`src/rtl/rtc_bus_driver.sv`:
```
`default_nettype none
// ============================================================================
// Module   : rtc_bus_driver
// Brief    : Turns one RTC register request into a multiplexed address/data
//            bus cycle (address phase, gap, data phase) with a done pulse.
// Revision : 1.0 - initial release
// ============================================================================
module rtc_bus_driver #(
    parameter int T_SETUP = 2,
    parameter int T_PULSE = 4,
    parameter int T_HOLD  = 2,
    parameter int T_GAP   = 2
) (
    input  logic       clk,
    input  logic       reset,
    input  logic       start,
    input  logic       W_R,
    input  logic [7:0] direccion,
    input  logic [7:0] dato_escribir,
    input  logic [7:0] ad_in,
    output logic [7:0] ad_out,
    output logic       ad_oe,
    output logic       cs_n,
    output logic       a_d,
    output logic       wr_n,
    output logic       rd_n,
    output logic [7:0] dato_leido,
    output logic       busy,
    output logic       done
);

    localparam logic [7:0] c_ld_setup = 8'(T_SETUP - 1);
    localparam logic [7:0] c_ld_pulse = 8'(T_PULSE - 1);
    localparam logic [7:0] c_ld_hold  = 8'(T_HOLD - 1);
    localparam logic [7:0] c_ld_gap   = 8'(T_GAP - 1);

    typedef enum logic [3:0] {
        S_IDLE     = 4'd0,
        S_A_SETUP  = 4'd1,
        S_A_STROBE = 4'd2,
        S_A_HOLD   = 4'd3,
        S_GAP      = 4'd4,
        S_D_SETUP  = 4'd5,
        S_D_STROBE = 4'd6,
        S_D_HOLD   = 4'd7,
        S_DONE     = 4'd8
    } state_t;

    state_t     r_state;
    state_t     w_state_next;
    logic [7:0] r_cnt;
    logic [7:0] w_cnt_next;
    logic       r_wr;
    logic [7:0] r_addr;
    logic [7:0] r_data;
    logic       w_wr_next;
    logic [7:0] w_addr_next;
    logic [7:0] w_data_next;
    logic       w_last;
    logic       w_accept;

    logic [7:0] w_ad_out;
    logic       w_ad_oe;
    logic       w_cs_n;
    logic       w_a_d;
    logic       w_wr_n;
    logic       w_rd_n;
    logic       w_busy;
    logic       w_done;

    assign w_last      = (r_cnt == 8'd0);
    assign w_accept    = (r_state == S_IDLE) && start;
    assign w_wr_next   = w_accept ? W_R           : r_wr;
    assign w_addr_next = w_accept ? direccion     : r_addr;
    assign w_data_next = w_accept ? dato_escribir : r_data;

    always_comb begin
        w_state_next = r_state;
        w_cnt_next   = r_cnt - 8'd1;
        case (r_state)
            S_IDLE: begin
                w_cnt_next = 8'd0;
                if (start) begin
                    w_state_next = S_A_SETUP;
                    w_cnt_next   = c_ld_setup;
                end
            end
            S_A_SETUP:  if (w_last) begin w_state_next = S_A_STROBE; w_cnt_next = c_ld_pulse; end
            S_A_STROBE: if (w_last) begin w_state_next = S_A_HOLD;   w_cnt_next = c_ld_hold;  end
            S_A_HOLD:   if (w_last) begin w_state_next = S_GAP;      w_cnt_next = c_ld_gap;   end
            S_GAP:      if (w_last) begin w_state_next = S_D_SETUP;  w_cnt_next = c_ld_setup; end
            S_D_SETUP:  if (w_last) begin w_state_next = S_D_STROBE; w_cnt_next = c_ld_pulse; end
            S_D_STROBE: if (w_last) begin w_state_next = S_D_HOLD;   w_cnt_next = c_ld_hold;  end
            S_D_HOLD:   if (w_last) begin w_state_next = S_DONE;     w_cnt_next = 8'd0;       end
            S_DONE: begin
                w_state_next = S_IDLE;
                w_cnt_next   = 8'd0;
            end
            default: begin
                w_state_next = S_IDLE;
                w_cnt_next   = 8'd0;
            end
        endcase
    end

    // Outputs are decoded from the next state so the registered copies line up
    // with the state register itself.
    always_comb begin
        w_ad_out = 8'd0;
        w_ad_oe  = 1'b0;
        w_cs_n   = 1'b1;
        w_a_d    = 1'b0;
        w_wr_n   = 1'b1;
        w_rd_n   = 1'b1;
        w_busy   = 1'b1;
        w_done   = 1'b0;
        case (w_state_next)
            S_IDLE: w_busy = 1'b0;
            S_A_SETUP, S_A_STROBE, S_A_HOLD: begin
                w_cs_n   = 1'b0;
                w_ad_oe  = 1'b1;
                w_ad_out = w_addr_next;
                w_wr_n   = (w_state_next != S_A_STROBE);
            end
            S_GAP: w_a_d = 1'b1;
            S_D_SETUP, S_D_STROBE, S_D_HOLD: begin
                w_cs_n   = 1'b0;
                w_a_d    = 1'b1;
                w_ad_oe  = w_wr_next;
                w_ad_out = w_wr_next ? w_data_next : 8'd0;
                if (w_state_next == S_D_STROBE) begin
                    w_wr_n = ~w_wr_next;
                    w_rd_n = w_wr_next;
                end
            end
            S_DONE: w_done = 1'b1;
            default: w_busy = 1'b0;
        endcase
    end

    always_ff @(posedge clk or negedge reset) begin
        if (!reset) begin
            r_state    <= S_IDLE;
            r_cnt      <= 8'd0;
            r_wr       <= 1'b0;
            r_addr     <= 8'd0;
            r_data     <= 8'd0;
            ad_out     <= 8'd0;
            ad_oe      <= 1'b0;
            cs_n       <= 1'b1;
            a_d        <= 1'b0;
            wr_n       <= 1'b1;
            rd_n       <= 1'b1;
            dato_leido <= 8'd0;
            busy       <= 1'b0;
            done       <= 1'b0;
        end else begin
            r_state <= w_state_next;
            r_cnt   <= w_cnt_next;
            r_wr    <= w_wr_next;
            r_addr  <= w_addr_next;
            r_data  <= w_data_next;
            ad_out  <= w_ad_out;
            ad_oe   <= w_ad_oe;
            cs_n    <= w_cs_n;
            a_d     <= w_a_d;
            wr_n    <= w_wr_n;
            rd_n    <= w_rd_n;
            busy    <= w_busy;
            done    <= w_done;
            if ((r_state == S_D_STROBE) && w_last && !r_wr) begin
                dato_leido <= ad_in;
            end
        end
    end

endmodule
`default_nettype wire

```
`config.mk`:
```
export PLATFORM = sky130hd
export DESIGN_NAME = rtc_bus_driver
export DESIGN_NICKNAME = d
export VERILOG_FILES = /design/src/rtl/rtc_bus_driver.sv
export SDC_FILE = /design/constraint.sdc
export NUM_CORES = 1
export LEC_CHECK = 0
export CAP_MARGIN = 20
export CELL_PAD_IN_SITES_DETAIL_PLACEMENT = 1
export CELL_PAD_IN_SITES_GLOBAL_PLACEMENT = 2
export CORE_MARGIN = 4
export CORE_UTILIZATION = 33
export CTS_BUF_LIST = sky130_fd_sc_hd__clkbuf_8 sky130_fd_sc_hd__clkbuf_16
export CTS_CLUSTER_SIZE = 10
export DETAILED_ROUTE_END_ITERATION = 7
export PLACE_DENSITY = 0.9
export SYNTH_ARGS = -nofsm -noshare
export SYNTH_HDL_FRONTEND = slang
export SYNTH_SLANG_ARGS = --single-unit
```
`constraint.sdc`:
```
create_clock -name clk -period 2.4 [get_ports clk]
set_input_delay 0.72 -clock clk [delete_from_list [all_inputs] [get_ports clk]]
set_output_delay 0.72 -clock clk [all_outputs]
set_load 0.05 [all_outputs]
```
# Yosys cells after proc, flatten, opt, wreduce, memory -nomap -nowiden
# Cells that the tools add are included.
[classes]
n_reduce_logical = 13
bitwise = 1
n_addsub = 1
n_eq_ne = 16
n_mux = 28
[op_table]
columns = ["cell", "n"]
rows = [
  ["two-way mux 8 bit", 6],
  ["equality test 4 x 3 -> 1 bit, second input constant", 8],
  ["two-way mux 4 bit", 8],
  ["one-hot mux 4 bit (8 select lines)", 1],
  ["one-hot mux 8 bit (4 select lines)", 1],
  ["equality test 4 x 2 -> 1 bit, second input constant", 4],
  ["one-hot mux 8 bit (2 select lines)", 1],
  ["two-way mux 1 bit", 9],
  ["equality test 4 x 1 -> 1 bit, second input constant", 2],
  ["logical NOT 8 bit", 1],
  ["OR reduction 4 bit", 2],
  ["OR reduction 8 bit", 1],
  ["subtractor 8 x 1 -> 8 bit, second input constant", 1],
  ["OR reduction 3 bit", 2],
  ["OR reduction 6 bit", 1],
  ["equality test 4 bit, second input constant", 1],
  ["logical NOT 4 bit", 1],
  ["inequality test 4 x 2 -> 1 bit, second input constant", 1],
  ["one-hot mux 1 bit (2 select lines)", 2],
  ["logical AND 1 bit", 3],
  ["OR reduction 2 bit", 1],
  ["logical NOT 1 bit", 1],
  ["inverter 1 bit", 1],
]
[totals]
regBits = 52
output_inout_bits = 23
elab_cells = 73
inputBits = 28

# Longest topological paths before layout
# Gate-level depths: netlist of run 1.
[depth]
word_depth = 6
mapped_depth = 8
depth_no_buf = 7

# Worst setup path before layout of run 1
# Ideal clock, no wire load.
[synth_timing]
kind = "reg-to-reg"
start = "register r_cnt[0]"
end = "register ad_out[6]"
path_slack_ps = 416
setup_time_ps = 151
t_arrival_ps = 1834
period_less_slack_ps = 1984
required_time_ps = 2249
path_stages_with_launch = 9
n_path_buf = 1
cell_sequence = "dfrtp_1 > inv_1 > ha_1 > nor3b_2 > and3_1 > buf_6 > mux2_4 > nor2_4 > o22ai_2"
[synth_via]
elab_chain_len = 6
elab_cells_between_ends = 18
cone_classes = "eq/ne: 6; mux: 9; reduce/logical: 3"
[synth_rtl]
columns = ["element", "line_no", "source"]
rows = [
  ["from (decl)", "51", "logic [7:0] r_cnt;"],
  ["from (signal assigned)", "159", "r_cnt <= w_cnt_next;"],
  ["logical NOT 8 bit (*)", "71", "assign w_last = (r_cnt == 8'd0);"],
  ["two-way mux 4 bit (tied with other cells)", "94", "S_D_HOLD: if (w_last) begin w_state_next = S_DONE; w_cnt_next = 8'd0; end"],
  ["one-hot mux 4 bit (8 select lines) (*)", "80", "case (r_state)"],
  ["named net w_state_next[1]", "50", "state_t w_state_next;"],
  ["equality test 4 x 3 -> 1 bit (tied with other cells)", "117", "case (w_state_next)"],
  ["OR reduction 3 bit", "117", ""],
  ["one-hot mux 8 bit (2 select lines) (*)", "117", ""],
  ["named net w_ad_out[6]", "62", "logic [7:0] w_ad_out;"],
  ["to (signal assigned)", "163", "ad_out <= w_ad_out;"],
  ["to (decl)", "21", "output logic [7:0] ad_out,"],
]
# Mark *: on every way through the listed nets, which the timed path passes. The rest lies on a longest branch.
# A chain may end at the register's enable or synchronous reset.

# Worst setup path after layout of run 1
[layout_timing]
start = "register rd_n"
end = "output port rd_n"
[layout_rtl]
columns = ["element", "line_no", "source"]
rows = [
  ["from (decl)", "26", "output logic rd_n,"],
  ["from (signal assigned)", "168", "rd_n <= w_rd_n;"],
]
# No word-level cell between the ends.

==> flow_metrics.tcl, run 1 <==
set metrics [dict create \
    status "finished, final reports clean" \
    syn_avg_cell_area_um2 13.0 \
    crit_chain "clkdlybuf4s50_1" \
    first_pass_iters 4 \
    synth_top_area_share_pct 54.1 \
    placed_area_um2 2860 \
    hold_buffers 0 \
    cp_data_required_time_ps 1680 \
    num_rows 29 \
    grt_max_degree 53 \
    setup_viol 0 \
    core_um2 6490 \
    power_leakage_nw 1.35 \
    route.detailed.wl_per_inst_um 16.0 \
    worstSetupPathType "reg2out" \
    die_area_um2 8260 \
    cp_slowest_cell "clkdlybuf4s50_1" \
    peakVddDrop_mv 0.466 \
    die_height_um 90.9 \
    port_buffers 50 \
    slew_viol_final 0 \
    min_period_over_period_pct 98.0 \
    hold_ws_ps 395 \
    seq_area_frac_synth_pct 57.6 \
    synth_common_cells "49 x dfrtp_1, 17 x mux2_2, 12 x inv_1" \
    yosysWarningCount 0 \
    num-nets-final 261 \
    reg2reg_to "ad_oe" \
    async_reset_ff_share_pct 100 \
    netlist_instances 175 \
    cp-end-kind "output port" \
    fmax_ghz 0.425 \
    r2r_slack_ps 240 \
    fill_cells 683 \
    maxCapViolations 0 \
    drc_errors 0 \
    min_period_ps 2350 \
    p_per_area_nw_per_um2 1250 \
    syn_nets 204 \
    grt_pass1_wl_um 8600 \
    drt_iter0_markers 62 \
    synth.most_common_cell "dfrtp_1" \
    antenna_found_initial 0 \
    fin_util_pct 46.0 \
    clockBufferDepth 2 \
    cpLargestDelayFamily "buffers and inverters" \
    reg2reg_from "r_cnt[0]" \
    die_x_um 90.9 \
    hpwl_um 3570 \
    worstSkewPairLatency_ps 300 \
    reg2reg_depth 8 \
    hold_violations 0 \
    grt_usage_pct 12.9 \
    detail-route-antenna-nets 0 \
    path_buf_inv 1 \
    syn2layout_area_growth_pct 31.7 \
    hp-class "in2async" \
    viasPerCell 5.06 \
    cp_max_fo 1 \
    place_congestion 0.791 \
    cts_tree "built" \
    synth_edf_count 0 \
    initial_utilization_pct 34.9 \
    grt_pass1_vias 1731 \
    ys_ff_latch 52 \
    synth_top_area_cell "dfrtp_1" \
    critical-path-max-stage-delay_ps 800 \
    clock_sinks 52 \
    clkTransAtPathRegs_ps 100 \
    ios 51 \
    fin_area_um2 2990 \
    cts_made_buffers 5 \
    crit_arrival_ps 1630 \
    stdcell_count 310 \
    overflow 0 \
    ys.flop_type "dfrtp_1" \
    antenna_cells 0 \
    synthTopCellsByArea "dfrtp_1 54%, mux2_2 8.4%, mux2i_1 4.0%" \
    cts-root-buf "clkbuf_8" \
    synth_cell_type_count 47 \
    worst_pin_slew_ps 792 \
    relSlewSlack_pct 47.1 \
    synth_area_um2 2270 \
    placed_cells 301 \
    vias 1568 \
    rsz0062_at_grt "false" \
    cp-start-kind "register" \
    drt_wl_total_um 4970 \
    fin_worst_skew_ps 7.22 \
    drive_above_1_share_pct 23.2 \
    htreeDepth 2 \
]
-- cells in the final DEF, fill, tap and decap left out, drive strengths merged, types with 3 or more instances in the layout --
cell	synthesis	routed
a21oi	4	4
buf	7	10
clkbuf	1	5
clkdlybuf4s50	0	48
dfrtp	49	49
dfstp	3	3
inv	12	14
mux2	20	20
mux2i	9	9
nand2	7	7
nand3	9	9
nand4	3	3
nor2	12	12
o22ai	8	8
-- area by class of cell --
| type | instances | area [µm²] | share of cell area, % |
|---|---|---|---|
| Clock buffer | 5 | 68.8 | 2.30 |
| Clock inverter | 3 | 42.5 | 1.42 |
| Inverter | 12 | 45.0 | 1.51 |
| Multi-Input combinational cell | 103 | 851 | 28.5 |
| Sequential cell | 52 | 1310 | 43.7 |
| Tap cell | 77 | 96.3 | 3.23 |
| Timing Repair Buffer | 58 | 578 | 19.4 |
-- where the power goes --
group          leakage (nW)  total [mW]  switching [mW]  internal [mW]
Sequential            0.628        1.45           0.232           1.22
Clock                0.0599       0.600           0.288          0.311
Combinational         0.665        1.68            1.00          0.680
-- per-layer routing --
layer	up-vias	GRT usage (%)	share of wire [%]
li1	727	-	-
met1	793	17.3	48
met2	43	20.7	46
met3	5	2.83	4.3
met4	0	4.27	1.3
met5	-	0	0
-- worst register-to-register path, cell delays in order (launching register included) --
cell      delay, ps
dfrtp_1         410
inv_1            90
ha_1            270
nor3b_4         180
buf_4           150
a311oi_1        420
a211oi_2        120
nor2_4          240
o21ai_1         120
-- worst max path at each step --
| stage | start | end | slack [ps] | cells after the start |
|---|---|---|---|---|
| floorplan | r_cnt[0] | ad_out[6] | 420 | 8 |
| global placement | start | ad_out[6] | 10 | 6 |
| detailed placement | start | ad_out[6] | -30 | 6 |
| CTS | rd_n | rd_n | 30 | 1 |
| global route | rd_n | rd_n | 0.3 | 1 |
| finish | rd_n | rd_n | 50 | 1 |
-- cells by family after synthesis --
kind of cell,synth area share (%)
multiplexers,14.4
adder cells (fa/ha/maj),0.552
XOR/XNOR,1.55
AND/OR/NAND/NOR,13.9
flip-flops,57.6
AO/OA/AOI/OAI,6.90
buffers and inverters,5.19
-- metrics by stage --
stage               total power, mW  setup WS [ps]  setup TNS, ps
floorplan                      2.62            416              0
global placement               3.09           12.7              0
detailed placement             3.15          -26.9          -75.0
CTS                            3.77           26.9              0
global route                   3.99          0.304              0
finish                         3.74           49.0              0
-- flip-flops by register name, indices dropped and copies added, names as in the netlist --
name        count
r_data          8
r_addr          8
busy            1
wr_n            1
dato_leido      8
r_wr            1
ad_out          8
ad_oe           1
r_cnt           8
done            1
cs_n            1
a_d             1
rd_n            1
r_state         4
-- timing repair --
| action | CTS | global route |
|---|---|---|
| buffers inserted | 0 | 1 |
| resized for setup | 0 | 1 |
| endpoints found under the setup margin | 0 | 9 |
(Power assumes the default switching activity.)
==> run 2: changes to the inputs <==
--- a/config.mk
+++ b/config.mk
@@ -11,7 +11,6 @@
 export CORE_MARGIN = 4
 export CORE_UTILIZATION = 33
 export CTS_BUF_LIST = sky130_fd_sc_hd__clkbuf_8 sky130_fd_sc_hd__clkbuf_16
-export CTS_CLUSTER_SIZE = 10
 export DETAILED_ROUTE_END_ITERATION = 7
 export PLACE_DENSITY = 0.9
 export SYNTH_ARGS = -nofsm -noshare
==> results of run 2 <==
Final layout, timing and power as in run 1 (identical DEF).
==> run 3: changes to the inputs <==
--- a/config.mk
+++ b/config.mk
@@ -10,9 +10,10 @@
 export CELL_PAD_IN_SITES_GLOBAL_PLACEMENT = 2
 export CORE_MARGIN = 4
 export CORE_UTILIZATION = 33
-export CTS_BUF_LIST = sky130_fd_sc_hd__clkbuf_8 sky130_fd_sc_hd__clkbuf_16
+export CTS_BUF_LIST = sky130_fd_sc_hd__clkbuf_16
 export DETAILED_ROUTE_END_ITERATION = 7
 export PLACE_DENSITY = 0.9
+export SLEW_MARGIN = 30
 export SYNTH_ARGS = -nofsm -noshare
 export SYNTH_HDL_FRONTEND = slang
 export SYNTH_SLANG_ARGS = --single-unit
==> flow_metrics.tcl, run 3 (same netlist as run 1, synthesis figures left out) <==
set metrics [dict create \
    overflow 0 \
    fin_worst_skew_ps 7.43 \
    htreeDepth 2 \
    worst_pin_slew_ps 778 \
    relSlewSlack_pct 48.1 \
    postCtsSetupRepairBufs 0 \
    worstSkewPairLatency_ps 300 \
    hp-class "in2async" \
    vias 1584 \
    cp-end-kind "output port" \
    grt_pass1_wl_um 8790 \
    grt_pass1_vias 1737 \
    min_period_ps 2340 \
    hpwl_um 3570 \
    clockBufferDepth 2 \
    worstSetupStartpoint "rd_n" \
    reg2reg_depth 7 \
    layout_commonest_cell "dfrtp_1" \
    cpLargestDelayFamily "buffers and inverters" \
    clock_sinks 52 \
    mostFrequentLayoutCells "49 x dfrtp_1, 48 x clkdlybuf4s50_1, 17 x mux2_2, 13 x inv_1, 11 x nor2_1" \
    first_pass_iters 4 \
    core_um2 6490 \
    cts-root-buf "clkbuf_16" \
    power_leakage_nw 1.37 \
    die_area_um2 8260 \
    hold_ws_ps 409 \
    syn2layout_area_growth_pct 33.9 \
    fmax_ghz 0.428 \
    crit_arrival_ps 1620 \
    r2r_slack_ps 160 \
    antenna_cells 0 \
    die_x_um 90.9 \
    cp_slowest_cell "clkdlybuf4s50_1" \
    worst_slack_ps 63.3 \
    drt_wl_total_um 5210 \
    cts_tree "built" \
    rsz0062_at_grt "false" \
    viasPerCell 5.13 \
    reg2reg_from "r_cnt[0]" \
    num-nets-final 260 \
    critical-path-max-stage-delay_ps 800 \
    route.detailed.wl_per_inst_um 16.9 \
    crit_chain "clkdlybuf4s50_1" \
    slew_viol_final 0 \
    clkTransAtPathRegs_ps 70 \
    cp_data_required_time_ps 1680 \
    cts_made_buffers 5 \
    detail-route-antenna-nets 0 \
    cp-start-kind "register" \
    p_per_area_nw_per_um2 1310 \
    dpl_worst_slack_ps -26.9 \
    die_height_um 90.9 \
    status "finished, final reports clean" \
    drc_errors 0 \
    initial_utilization_pct 34.9 \
    cp_max_fo 1 \
    crit_cells 1 \
    port_buffers 50 \
    peakVddDrop_mv 0.473 \
    fin_util_pct 46.7 \
    path_buf_inv 1 \
    drt_iter0_markers 61 \
    totalPowerFinal_mw 3.96 \
    drive_above_1_share_pct 22.8 \
    grt_max_degree 53 \
    hold_violations 0 \
    min_period_over_period_pct 97.4 \
    antenna_found_initial 0 \
    place_congestion 0.791 \
    setup_viol 0 \
    maxCapViolations 0 \
    ios 51 \
    worstSetupPathType "reg2out" \
    grt_usage_pct 13.4 \
    num_rows 29 \
]
[run 3: cell types whose count changed in the layout (fill, tap and decap cells not counted), sizes merged]
cell,previous run,this run
buf,10,9
[run 3: path summary, 6_finish.rpt]
path,to
min in group clk,r_addr[1]
setup / recovery,rd_n
hold reg to reg,r_addr[1]
max in group asynchronous,cs_n
setup reg to reg,ad_out[6]
hold / removal,r_cnt[5]
[run 3: area by class of cell]
type | count | area [µm²]
Fill cell | 683 | 3460
Sequential cell | 52 | 1310
Multi-Input combinational cell | 103 | 851
Timing Repair Buffer | 57 | 571
Clock buffer | 5 | 125
Tap cell | 77 | 96.3
Inverter | 12 | 45.0
Clock inverter | 3 | 42.5
[run 3: through the flow]
stage / area [µm²] / TNS, ps / cells
global placement: 2860 / 0 / 301
detailed placement: 2860 / -75.0 / 301
CTS: 3030 / 0 / 309
global route: 3040 / 0 / 309
finish: 3040 / 0 / 309
floorplan: 2270 / 0 / 175
[run 3: routing by layer]
layer,vias up,global-route usage [%],routed length (µm)
li1,722,-,-
met1,809,17.6,2390
met2,47,21.5,2460
met3,6,3.08,267
met4,0,4.90,87
met5,-,0,0
[run 3: what timing repair did]
| item | in CTS | in global routing |
|---|---|---|
| hold buffers | 0 | 0 |
| endpoints found under the setup margin | 0 | 9 |
| resized for setup | 0 | 1 |
[run 3: where the power goes]
part / internal, mW / leakage, nW / switching [mW]
combinational: 0.671 / 0.660 / 1.01
sequential: 1.22 / 0.628 / 0.238
clock: 0.492 / 0.0856 / 0.327
[run 3: worst reg2reg max path, delay by kind of cell, from the launching register on]
kind | cells | cell delay (ps)
AO/OA/AOI/OAI | 1 | 120
AND/OR/NAND/NOR | 3 | 850
adder cells (fa/ha/maj) | 1 | 250
buffers and inverters | 1 | 110
flip-flops | 1 | 420
multiplexers | 1 | 350
